## src/rtl/mem_arbiter.sv

```systemverilog
// Arbitrates fetch and data requesters onto one single-ported unified memory.
// One access is outstanding at a time, with alternation fairness, a timeout watchdog and halt draining.
`timescale 1ns/1ps

module mem_arbiter #(
  parameter int TIMEOUT = 15
) (
  input  logic        clk,
  input  logic        rst,
  input  logic        if_req,
  input  logic [15:0] if_addr,
  output logic [15:0] if_rdata,
  output logic        if_ready,
  input  logic        d_re,
  input  logic        d_we,
  input  logic [15:0] d_addr,
  input  logic [15:0] d_wdata,
  output logic [15:0] d_rdata,
  output logic        d_ready,
  output logic        m_en,
  output logic        m_we,
  output logic [15:0] m_addr,
  output logic [15:0] m_wdata,
  input  logic [15:0] m_rdata,
  input  logic        m_valid,
  input  logic        halt,
  output logic        halted,
  output logic        if_stall,
  output logic        mem_stall,
  output logic        err
);

  typedef enum logic [1:0] {IDLE, FETCH, DATA, HALTED} state_t;

  localparam logic [7:0] TMO = 8'(TIMEOUT);

  state_t     state;
  logic       fetch_first;
  logic [7:0] cnt;
  logic       dreq;
  logic       fetch_ok;
  logic       ready_pulse;
  logic       wait_done;

  assign dreq        = d_re | d_we;
  assign fetch_ok    = if_req & ~halt;
  assign ready_pulse = if_ready | d_ready;
  assign wait_done   = (cnt + 8'd1) == TMO;

  assign if_stall  = if_req & ~if_ready;
  assign mem_stall = dreq & ~d_ready;

  always_ff @(posedge clk) begin
    if (rst) begin
      state       <= IDLE;
      fetch_first <= 1'b0;
      cnt         <= '0;
      err         <= 1'b0;
      halted      <= 1'b0;
      m_en        <= 1'b0;
      m_we        <= 1'b0;
      m_addr      <= '0;
      m_wdata     <= '0;
      if_rdata    <= '0;
      d_rdata     <= '0;
      if_ready    <= 1'b0;
      d_ready     <= 1'b0;
    end else begin
      m_en     <= 1'b0;
      if_ready <= 1'b0;
      d_ready  <= 1'b0;
      case (state)
        // Grants wait out the ready cycle, but halting may proceed in it once data is quiet.
        IDLE: begin
          if (!ready_pulse && fetch_ok && (fetch_first || !dreq)) begin
            m_en        <= 1'b1;
            m_we        <= 1'b0;
            m_addr      <= if_addr;
            cnt         <= '0;
            fetch_first <= 1'b0;
            state       <= FETCH;
          end else if (!ready_pulse && dreq) begin
            m_en    <= 1'b1;
            m_we    <= d_we;
            m_addr  <= d_addr;
            m_wdata <= d_wdata;
            cnt     <= '0;
            if (if_req) fetch_first <= 1'b1;
            state   <= DATA;
          end else if (!dreq && halt) begin
            halted <= 1'b1;
            state  <= HALTED;
          end
        end
        FETCH: begin
          if (m_valid) begin
            if_rdata <= m_rdata;
            if_ready <= 1'b1;
            state    <= IDLE;
          end else begin
            cnt <= cnt + 8'd1;
            if (wait_done) begin
              err      <= 1'b1;
              if_ready <= 1'b1;
              state    <= IDLE;
            end
          end
        end
        DATA: begin
          if (m_valid) begin
            if (!m_we) d_rdata <= m_rdata;
            d_ready <= 1'b1;
            state   <= IDLE;
          end else begin
            cnt <= cnt + 8'd1;
            if (wait_done) begin
              err     <= 1'b1;
              d_ready <= 1'b1;
              state   <= IDLE;
            end
          end
        end
        HALTED: state <= HALTED;
        default: state <= IDLE;
      endcase
    end
  end

endmodule
```

## config.mk

```make
export PLATFORM = sky130hd
export DESIGN_NAME = mem_arbiter
export DESIGN_NICKNAME = d
export VERILOG_FILES = /design/src/rtl/mem_arbiter.sv
export SDC_FILE = /design/constraint.sdc
export NUM_CORES = 1
export LEC_CHECK = 0
export ABC_AREA = 1
export BUFFER_PORTS_ARGS = -buffer_cell sky130_fd_sc_hd__buf_2
export CORE_ASPECT_RATIO = 0.6
export CORE_MARGIN = 2
export CORE_UTILIZATION = 40
export DETAILED_ROUTE_END_ITERATION = 10
export MAX_ROUTING_LAYER = met4
export PLACE_DENSITY_LB_ADDON = 0.2
export SLEW_MARGIN = 40
export SYNTH_ARGS = -nofsm -noshare
export SYNTH_HDL_FRONTEND = slang
export SYNTH_SLANG_ARGS = --single-unit
```

## constraint.sdc

```tcl
create_clock -name clk -period 3.2 [get_ports clk]
set_input_delay 0.32 -clock clk [delete_from_list [all_inputs] [get_ports clk]]
set_output_delay 0.32 -clock clk [all_outputs]
set_load 0.05 [all_outputs]
```

==> results of run 1 <==
layer usage:
metal,GRT usage,up-vias
met1,0.261,1515
met3,0.0554,2
met2,0.270,123
li1,-,1724
met5,-,-
met4,0.0518,0
worst reg2reg max path: stages (launching register included):
cell,delay (ps)
sky130_fd_sc_hd__dfxtp_1,320
sky130_fd_sc_hd__inv_1,70
sky130_fd_sc_hd__nand2_1,70
sky130_fd_sc_hd__nor3_2,170
sky130_fd_sc_hd__nand2_4,200
sky130_fd_sc_hd__inv_4,250
sky130_fd_sc_hd__nor2_8,70
sky130_fd_sc_hd__nor2_8,360
sky130_fd_sc_hd__nand3_1,150
sky130_fd_sc_hd__o211a_1,140
area by class of cell:
class,count,share of cell area
well taps,112,0.0313
inverters,24,0.0207
multi-input cells,321,0.355
flip-flops and latches,81,0.362
repair buffers,145,0.164
clock buffers,11,0.0542
clock inverters,5,0.0123
cells in the mapped netlist, drive strengths merged:
cell type  instances
or2                1
xnor2              1
nand2            106
nor3               1
ha                 6
inv               23
clkbuf            12
nand4              7
clkinv             1
o211a             16
o21ai             34
nand3             31
nor2              88
buf                8
dfxtp             81
o21a               2
a21oi             28
registers in the layout, summed over array words and instances (netlist names), 2 cells and up:
register,flops
if_rdata,16
m_wdata,16
d_rdata,16
cnt,8
state,2
m_addr,16
stage by stage:
step | std cells | instance area (um2) | setup WS (ps) | utilization | hold WS, ps
after floorplan | 446 | 3410 | 1260 | - | 439
after global placement | 683 | 4180 | 1180 | 0.498 | 449
after detailed placement | 683 | 4180 | 1140 | 0.498 | 453
after CTS | 699 | 4480 | 1290 | 0.533 | 228
after global routing | 699 | 4480 | 1130 | 0.533 | 238
final | 699 | 4480 | 1300 | 0.533 | 241
where the power goes:
part	leakage (nW)	total [mW]	switching (mW)	internal, mW
sequential	0.663	1.39	0.130	1.26
clock	0.142	1.02	0.395	0.623
combinational	1.46	2.01	1.51	0.500
cells by family after synthesis:
group,Yosys count
XOR/XNOR,1
buffers and inverters,44
adder cells (fa/ha/maj),6
AND/OR/NAND/NOR,234
AO/OA/AOI/OAI,80
flip-flops,81
worst max path at each step:
stage	start	to	slack, ps	cells past startpoint
floorplan	d_ready	m_addr[12]	1260	8
global placement	d_we	fetch_first	1180	10
detailed placement	d_we	m_addr[13]	1140	9
CTS	if_ready	m_addr[13]	1290	9
global route	if_ready	m_addr[13]	1130	9
finish	if_ready	m_addr[13]	1300	9
==> results, run 1 <==
- Of the cells placed in the final design, the portion with a size suffix greater than 1 is 0.291.
- The post-synthesis cell area is 3410 um2.
- The end of the worst hold path is m_wdata[10].
- The tree is rooted in a sky130_fd_sc_hd__clkbuf_16.
- The number of diodes added for antenna fixing is 0.
- The detailed router put a total of 4.69 mm of wire on met1.
- The DRC violation count after routing is 0.
- The number of slew-limit violations in the final report is 0.
- Dividing the detail-routed via count by the number of cells gives 4.81.
- The startpoint identified for the worst hold timing path is d_wdata[10].
- The wire length of the first global-routing pass is 13.4 mm.
- The class of the worst hold path is input pin to flip-flop.
- The number of nets still failing antenna checks after routing is 0.
- The power per unit of standard cell area is 987 nW/um2.
- For this configuration, the core starts out at a cell density of 0.407.
- The flow ran to the end, and the final reports show no timing, DRC or antenna violations.
- The synthesized net count is 523.
- The worst stage delay on the critical path is 360 ps.
- For the worst setup path, the data arrival time is 2110 ps.
- The number of failing hold endpoints at the final stage is 0.
- Summed over all nets, wire length on met2 after detailed routing comes to 3.72 mm.
- The worst slew margin relative to its limit is 0.563.
- TritonCTS built the clock tree.
- Counting both buffers and inverters, the worst setup path holds a total of 2.
- Port buffering added 142 buffers.
- The number of global-route vias before repair came to 2824.
- The die covers 9310 um2.
- The overall routing resource usage is 0.190.
- After synthesis, the netlist uses 25 different library cells.
- From left edge to right edge, the die measures 123 um.
- The number of DRC markers after the initial detailed-route iteration is 176.
- The net count of the finished layout is 659.
- The critical path's most frequent cell is sky130_fd_sc_hd__nor2_8.
- The total length of routed wires is 9.13 mm.
- The core box area is 8390 um2.
- The number of cells on the worst reg-to-reg path is 9.
- The peak supply drop is 488 uV.
- Dividing the final minimum period by the clock period gives 0.593.
- The worst hold path stage count is 3.
- The worst register-to-register path begins at if_ready.
- Hold repair after CTS inserted 0 buffers.
- For the worst setup path, the data required time is 3420 ps.
- The proportion of synthesized area in mux cells is 0.
- The arithmetic-cell share of the synthesized area counting full adders, half adders and majority gates is 0.0220.
- The category of the worst setup path capture point is a flip-flop.
- The library cell used most frequently in the layout, excluding fill and tap cells, is sky130_fd_sc_hd__buf_2.
- The top metal layer carrying routed signals is met4.
- Summing all flip-flop and latch instances after layout gives 1620 um2.
- Of the total synthesized cell area, the portion taken by AND, OR, NAND and NOR gates is 0.299.
- By area, the combinational part of the netlist is dominated by simple AND/OR/NAND/NOR gates.
- The maximum net fanout on the critical path is 34.
- The worst-margin pin slew is 655 ps.
- Of all cell types, the one taking the most synthesized area is sky130_fd_sc_hd__dfxtp_1.
- Buffers added to address setup during post-CTS repair amount to 0.
- The sum of net half-perimeters after detailed placement is 6.54 mm.
- The number of instances in the synthesized netlist is 446.
- The static leakage power is 2.27 nW.
- The final route contains 3364 vias.
- Between clock sinks in the finished design, the worst skew comes to 4.98 ps.
- By area the synthesized netlist is led by sky130_fd_sc_hd__dfxtp_1, sky130_fd_sc_hd__nand2_1, sky130_fd_sc_hd__nor2_1, sky130_fd_sc_hd__o21ai_0, sky130_fd_sc_hd__o211a_1.
- Entering global routing, the biggest net connects 35 pins.
- Among cell families on the critical path, the largest total delay comes from simple AND/OR/NAND/NOR gates.
- The count of fill cells added during filler insertion is 853.
- The number of iterations in the first detailed-routing pass is 4.
- STA classifies the critical path startpoint as a flip-flop.
- The number of setup violations in the final report is 0.
- The sequential cell area fraction in the yosys report is 0.475.
- The met3 wire length is 688 um.
- Leaving out fill and tap cells, the most frequent cells in the layout are sky130_fd_sc_hd__buf_2, sky130_fd_sc_hd__nand2_1, sky130_fd_sc_hd__nor2_1.
- The area occupied by multi-input gates is 1590 um2.
- The worst setup path category is flip-flop to flip-flop.
- The capture instance of the worst register-to-register path is m_addr[13].
- The count of clock tree sinks is 81.
- The area growth from synthesis to layout is 31.1%.
- The die height is 75.6 um.
- The final weighted congestion in routability-driven placement is 0.873.
- Clock-pin slew was measured on the worst setup and hold paths at 60 ps.
- The number of max-capacitance violations reported is 0.
- The cell with the largest stage delay on the worst path is sky130_fd_sc_hd__nor2_8.
- The share of the synthesized area in compound gates (AO/OA/AOI/OAI) is 0.142.
- Of the total synthesized cell area, the portion taken by XOR and XNOR cells is 0.00257.
- The number of antenna violations at the first check in global routing is 0.
- The maximum achievable frequency is 527 MHz.
- The mean area per synthesized cell is 7.65 um2.
- Setup repair after global routing left no endpoint under its margin.
- In this run, synthesis produced a sequential element count of 81.
- Of the post-synthesis cell area, the dominant cell type holds 0.475.
- CTS built an H-tree with a depth of 3.
- After detailed routing, the average wire length per cell comes to 13.1 um.
- For this run, the number of Yosys warnings is 0.
- The remaining global-route overflow is 0.
- The largest buffer count on any clock path is 2.
- The time the final worst path needs with I/O delays and setup is 1900 ps.
- Power comes to 4.42 mW.
- The clock insertion delay at the later pin of the skew report is 330 ps.
- The number of clock buffers added by TritonCTS is 9.
- 143 I/O pins were placed.
- Row generation in the floorplan step produced 26 rows.
- Setup slack on the worst reg-to-reg path comes out at 1300 ps.
- The number of gates resized after CTS was 0.
- Walking the worst path, the cells encountered are inv_1, nand2_1, nor3_2, nand2_4, inv_4, nor2_8, nor2_8, nand3_1, o211a_1.
- In the final timing run, aggregate negative setup slack is 0 ps.
Note: power is estimated with default switching activity, not from simulation.
==> inputs of run 2 (changes only) <==
==> constraint.sdc (replaced) <==
create_clock -name clk -period 1.9 [get_ports clk]
set_input_delay 0.19 -clock clk [delete_from_list [all_inputs] [get_ports clk]]
set_output_delay 0.19 -clock clk [all_outputs]
set_load 0.05 [all_outputs]
==> results, run 2 (synthesis results as in run 1) <==
- The worst slew margin relative to its limit is 0.648 (was 0.563).
- The final weighted congestion in routability-driven placement came to 0.869 (was 0.873).
- The worst-margin pin slew came to 528 ps (was 655 ps).
- The area growth from synthesis to layout is 33.4% (was 31.1%).
- The most frequent standard cell in the layout excluding fill and tap cells is sky130_fd_sc_hd__buf_2 (unchanged).
- The number of port buffers is 142 (unchanged).
- The number of setup violations in the final report was 0 (unchanged).
- The post-CTS setup buffer count was 0 (unchanged).
- The maximum net fanout on the critical path was 34 (unchanged).
- The peak supply drop is 772 uV (was 488 uV).
- The via count came to 3338 (was 3364).
- Run status: complete, no violations (unchanged).
- The static leakage power is 2.31 nW (was 2.27 nW).
- The number of failing hold endpoints at the final stage is 0 (unchanged).
- The proportion of layout cells with a drive suffix above 1 was 0.297 (was 0.291).
- The total length of routed wires came to 8.75 mm (was 9.13 mm).
- The largest buffer count on any clock path is 2 (unchanged).
- The count of fill cells added during filler insertion is 807 (was 853).
- The met1 routed wirelength after detailed routing is 4.40 mm (was 4.69 mm).
- The maximum achievable frequency was 616 MHz (was 527 MHz).
- The power share of the combinational group is 0.441 (was 0.456).
- The TritonCTS buffer count is 9 (unchanged).
- The clock insertion delay at the later pin of the skew report is 330 ps (about the same).
- The floorplan die area came to 9310 um2 (unchanged).
- The critical path data arrival time is 1850 ps (was 2110 ps).
- The wire length of the first global-routing pass came to 13.3 mm (was 13.4 mm).
- Unrepaired setup endpoints after global routing: no (unchanged).
- The average via count per standard cell was 4.75 (was 4.81).
- The worst hold slack came to 107 ps (was 241 ps).
- The met3 wire length is 810 um (was 688 um).
- The number of I/O pins is 143 (unchanged).
- The switching power summed over all nets was 3.43 mW (was 2.04 mW).
- The internal power consumption is 4.27 mW (was 2.38 mW).
- The DRC violation count after routing is 0 (unchanged).
- The net switching share of the total power is 0.445 (was 0.461).
- The part of the power in the clock network came to 0.255 (was 0.230).
- The initial standard-cell utilization of the core is 0.407 (unchanged).
- The number of global-route vias before repair came to 2850 (was 2824).
- The core box area is 8390 um2 (unchanged).
- The worst hold path stage count is 3 (unchanged).
- The number of max-capacitance violations reported came to 0 (unchanged).
- The number of slew-limit violations in the final report is 0 (unchanged).
- The number of antenna violations at the first check in global routing is 0 (unchanged).
- The CTS tree was yes (unchanged).
- The detail-routed net length per standard cell came to 12.5 um (was 13.1 um).
- The worst slack at placement is 156 ps (was 1140 ps).
- The number of nets still failing antenna checks after routing is 0 (unchanged).
- The setup TNS after final layout was 0 ps (unchanged).
- The number of iterations in the first detailed-routing pass was 5 (was 4).
- The post-cts gate resize count is 0 (unchanged).
- The power share of the sequential group is 0.303 (was 0.314).
- The number of diodes added for antenna fixing was 0 (unchanged).
- The sum of net half-perimeters after detailed placement is 6.35 mm (was 6.54 mm).
- The amount of wire on met2 after detailed routing is 3.50 mm (was 3.72 mm).
- The clock slew at the register clock pins of the worst setup and hold paths came to 60 ps (about the same).
- The die height was 75.6 um (unchanged).
- The worst setup path category is flip-flop to flip-flop (unchanged).
- The time the final worst path needs with I/O delays and setup is 1620 ps (was 1900 ps).
- The clock tree root driver cell is sky130_fd_sc_hd__clkbuf_16 (unchanged).
- The critical path data required time is 2120 ps (was 3420 ps).
- The class of the worst hold path was input pin to flip-flop (unchanged).
- The count of clock tree sinks is 81 (unchanged).
- The setup slack of the critical path after layout came to 277 ps (was 1300 ps).
- The cts-stage hold buffer count is 0 (unchanged).
- The overall routing resource usage is 0.190 (about the same).
- The power per unit of standard cell area is 1690 nW/um2 (was 987 nW/um2).
- The number of nets in the layout was 663 (was 659).
- The worst-case reg-to-reg path depth is 9 (unchanged).
- Most frequent cells in the layout: sky130_fd_sc_hd__buf_2, sky130_fd_sc_hd__nand2_1, sky130_fd_sc_hd__nor2_1 (unchanged).
- The row count is 26 (unchanged).
- The top metal layer carrying routed signals is met4 (unchanged).
- The category of the worst setup path capture point was a flip-flop (unchanged).
- The critical path startpoint category is a flip-flop (unchanged).
- The number of DRC markers after the initial detailed-route iteration is 142 (was 176).
- The count of H-tree levels built during CTS was 3 (unchanged).
- The maximum number of pins on one net before global-route repair is 54 (was 35).
- The post-route clock period utilization was 0.854 (was 0.593).
- The remaining global-route overflow is 0 (unchanged).
- The final setup skew came to 8.00 ps (was 4.98 ps).
- The die width came to 123 um (unchanged).
## run 2: final cells by class
type / instances / area (um2) / area share
well taps: 112 / 140 / 0.0308
repair buffers: 149 / 763 / 0.168
multi-input cells: 321 / 1600 / 0.350
clock inverters: 6 / 115 / 0.0253
clock buffers: 9 / 225 / 0.0495
inverters: 24 / 92.6 / 0.0203
flip-flops and latches: 81 / 1620 / 0.356
## run 2: per-stage QoR
stage	instances	utilization	total power, mW	instance area, um2
global placement	687	0.502	5.72	4210
floorplan	446	-	5.08	3420
finish	702	0.542	7.69	4550
global route	702	0.542	8.15	4550
CTS	702	0.542	7.76	4550
detailed placement	687	0.502	5.77	4210
## run 2: worst max-delay path, stage by stage, from the launching register on
cell and delay [ps]:
sky130_fd_sc_hd__dfxtp_1 310, sky130_fd_sc_hd__inv_1 70, sky130_fd_sc_hd__nand2_1 70, sky130_fd_sc_hd__nor3_2 170, sky130_fd_sc_hd__nand2_4 100, sky130_fd_sc_hd__inv_4 90
sky130_fd_sc_hd__nor2_8 50, sky130_fd_sc_hd__nor2_8 360, sky130_fd_sc_hd__nand3_1 140, sky130_fd_sc_hd__o211a_1 140
## run 2: routing by layer
layer  GRT usage  up-vias
met5           -        -
met2       0.274      139
li1            -     1736
met1       0.257     1458
met3      0.0659        5
met4      0.0455        0
## run 2: power groups by stage
stage | clock (mW) | combinational [mW] | sequential, mW
after global routing | 2.08 | 3.69 | 2.38
after detailed placement | 0 | 3.41 | 2.36
final | 1.96 | 3.40 | 2.33
after floorplan | 0 | 1.44 | 3.65
after CTS | 2.01 | 3.42 | 2.33
after global placement | 0 | 3.37 | 2.35
## run 2: final timing paths
path	end	from	slack, ps
min reg2reg	m_wdata[3]	m_wdata[3]	460
min	m_wdata[9]	d_wdata[9]	110
max	m_addr[10]	if_ready	280
max reg2reg	m_addr[10]	if_ready	280
==> inputs of run 3 (changes only) <==
--- a/config.mk
+++ b/config.mk
@@ -6,7 +6,7 @@
 export NUM_CORES = 1
 export LEC_CHECK = 0
 export ABC_AREA = 1
-export BUFFER_PORTS_ARGS = -buffer_cell sky130_fd_sc_hd__buf_2
+export BUFFER_PORTS_ARGS = -buffer_cell sky130_fd_sc_hd__clkbuf_2
 export CORE_ASPECT_RATIO = 0.6
 export CORE_MARGIN = 2
 export CORE_UTILIZATION = 40
==> results, run 3 (synthesis results as in run 1) <==
- Run status: complete, no violations (unchanged).
- The remaining global-route overflow is 0 (unchanged).
- The largest buffer count on any clock path is 2 (unchanged).
- The floorplan die area is 9310 um2 (unchanged).
- The clock tree root driver cell was sky130_fd_sc_hd__clkbuf_16 (unchanged).
- The time the final worst path needs with I/O delays and setup came to 1780 ps (was 1620 ps).
- The number of diodes added for antenna fixing was 0 (unchanged).
- The number of nets still failing antenna checks after routing is 0 (unchanged).
- The static leakage power is 2.27 nW (was 2.31 nW).
- The overall routing resource usage is 0.202 (was 0.190).
- The average via count per standard cell was 4.79 (was 4.75).
- The final non-filler cell area is 4540 um2 (was 4550 um2).
- The maximum number of pins on one net before global-route repair is 54 (unchanged).
- The area growth from synthesis to layout was 33.0% (was 33.4%).
- The number of global-route vias before repair is 2965 (was 2850).
- The CTS tree is yes (unchanged).
- Crit path cell chain: inv_1, ha_1, inv_1, nor2_4, nand3_1, o211a_1 (was inv_1, nand2_1, nor3_2, nand2_4, inv_4, nor2_8, nor2_8, nand3_1, o211a_1).
- The setup TNS after final layout came to 0 ps (unchanged).
- The register cell area after layout is 1620 um2 (unchanged).
- The final weighted congestion in routability-driven placement is 0.881 (was 0.869).
- The peak supply drop is 833 uV (was 772 uV).
- The worst slack at placement was 100 ps (was 156 ps).
- The post-placement cell area was 4210 um2 (about the same).
- The area occupied by multi-input gates is 1610 um2 (was 1600 um2).
- The cell with the largest stage delay on the worst path is sky130_fd_sc_hd__nor2_4 (was sky130_fd_sc_hd__nor2_8).
- The class of the worst hold path is input pin to flip-flop (unchanged).
- The maximum achievable frequency is 561 MHz (was 616 MHz).
- The critical path startpoint category is a flip-flop (unchanged).
- The post-cts gate resize count is 0 (unchanged).
- The worst stage delay on the critical path came to 390 ps (was 360 ps).
- The number of setup violations in the final report is 0 (unchanged).
- The number of max-capacitance violations reported came to 0 (unchanged).
- The post-route clock period utilization is 0.938 (was 0.854).
- The core occupancy in the finished layout is 0.541 (was 0.542).
- The die height is 75.6 um (unchanged).
- The critical path's most frequent cell is sky130_fd_sc_hd__inv_1 (was sky130_fd_sc_hd__nor2_8).
- The count of clock tree sinks is 81 (unchanged).
- The cell class contributing the biggest share of worst-path delay is simple AND/OR/NAND/NOR gates (unchanged).
- The number of failing hold endpoints at the final stage came to 0 (unchanged).
- The count of H-tree levels built during CTS was 3 (unchanged).
- The number of port buffers is 142 (unchanged).
- The final setup skew is 5.45 ps (was 8.00 ps).
- The number of nets in the layout is 663 (unchanged).
- The placed cell count came to 686 (was 687).
- The worst setup path category is flip-flop to flip-flop (unchanged).
- The number of iterations in the first detailed-routing pass came to 4 (was 5).
- The core box area came to 8390 um2 (unchanged).
- The detail-routed net length per standard cell is 13.2 um (was 12.5 um).
- The number of I/O pins is 143 (unchanged).
- The number of buffers and inverters on the critical path is 2 (unchanged).
- The initial standard-cell utilization of the core was 0.407 (unchanged).
- The TritonCTS buffer count is 9 (unchanged).
- The via count is 3366 (was 3338).
- The row count was 26 (unchanged).
- The number of DRC markers after the initial detailed-route iteration was 138 (was 142).
- The worst-margin pin slew is 522 ps (was 528 ps).
- The sum of net half-perimeters after detailed placement is 6.56 mm (was 6.35 mm).
- Unrepaired setup endpoints after global routing: yes (was no).
- The worst slew margin relative to its limit is 0.652 (was 0.648).
- The cts-stage hold buffer count came to 0 (unchanged).
- The critical path data required time is 2130 ps (was 2120 ps).
- The clock insertion delay at the later pin of the skew report was 340 ps (was 330 ps).
- The die width is 123 um (unchanged).
- The proportion of layout cells with a drive suffix above 1 is 0.293 (was 0.297).
- The category of the worst setup path capture point is a flip-flop (unchanged).
- The critical path data arrival time is 2010 ps (was 1850 ps).
- The number of slew-limit violations in the final report is 0 (unchanged).
- The maximum net fanout on the critical path is 17 (was 34).
- The clock slew at the register clock pins of the worst setup and hold paths is 60 ps (about the same).
- The most frequent standard cell in the layout excluding fill and tap cells is sky130_fd_sc_hd__clkbuf_2 (was sky130_fd_sc_hd__buf_2).
- The total length of routed wires is 9.25 mm (was 8.75 mm).
- The DRC violation count after routing is 0 (unchanged).
- The setup slack of the critical path after layout is 118 ps (was 277 ps).
- The power per unit of standard cell area is 1690 nW/um2 (about the same).
- Most frequent cells in the layout: sky130_fd_sc_hd__clkbuf_2, sky130_fd_sc_hd__nand2_1, sky130_fd_sc_hd__nor2_1 (was sky130_fd_sc_hd__buf_2, sky130_fd_sc_hd__nand2_1, sky130_fd_sc_hd__nor2_1).
- The count of placed standard cells in the final layout, fillers left out came to 703 (was 702).
- The wire length of the first global-routing pass was 14.0 mm (was 13.3 mm).
- The post-CTS setup buffer count is 0 (unchanged).
- The count of fill cells added during filler insertion is 777 (was 807).
- The number of antenna violations at the first check in global routing is 0 (unchanged).
[run 3: changes by cell type in the layout (fill, tap and decap cells not counted), moves of 2 or more]
cell	delta
sky130_fd_sc_hd__buf_2	-142
sky130_fd_sc_hd__clkbuf_2	+142
sky130_fd_sc_hd__clkbuf_1	+3
sky130_fd_sc_hd__clkbuf_8	+2
sky130_fd_sc_hd__inv_6	-2
[run 3: path summary, 6_finish.rpt]
kind,from,to,slack [ps],depth (start not counted)
setup / recovery,state[1],m_addr[1],120,6
hold / removal,d_wdata[1],m_wdata[1],90,3
setup reg to reg,state[1],m_addr[1],120,6
hold reg to reg,fetch_first,fetch_first,470,2
[run 3: metrics by stage]
stage               hold slack [ps]  power (mW)
floorplan                       333        5.08
global placement                427        5.71
detailed placement              432        5.77
CTS                            78.9        7.67
global route                   85.6        8.11
finish                         88.2        7.68
[run 3: worst reg2reg max path, cell delays in order, from the launching register on]
cell and delay (ps):
sky130_fd_sc_hd__dfxtp_1 330, sky130_fd_sc_hd__inv_1 90, sky130_fd_sc_hd__ha_1 360, sky130_fd_sc_hd__inv_1 260
sky130_fd_sc_hd__nor2_4 390, sky130_fd_sc_hd__nand3_1 120, sky130_fd_sc_hd__o211a_1 130
[run 3: where the power goes]
group / internal, mW / switching [mW]
Clock: 1.22 / 0.661
Combinational: 0.839 / 2.59
Sequential: 2.12 / 0.238
Total: 4.18 / 3.49
[run 3: layer usage]
layer | track usage | share of wire | vias up
li1 | - | - | 1743
met1 | 0.273 | 0.50 | 1465
met2 | 0.290 | 0.39 | 149
met3 | 0.0599 | 0.093 | 9
met4 | 0.0619 | 0.012 | 0
met5 | - | 0 | -
[run 3: area by class of cell]
cell class                 count  share of cell area
clock buffer                  14              0.0581
tap                          112              0.0309
sequential                    81               0.357
multi-input combinational    322               0.354
clock inverter                 2              0.0132
timing repair buffer         148               0.166
inverter                      24              0.0204
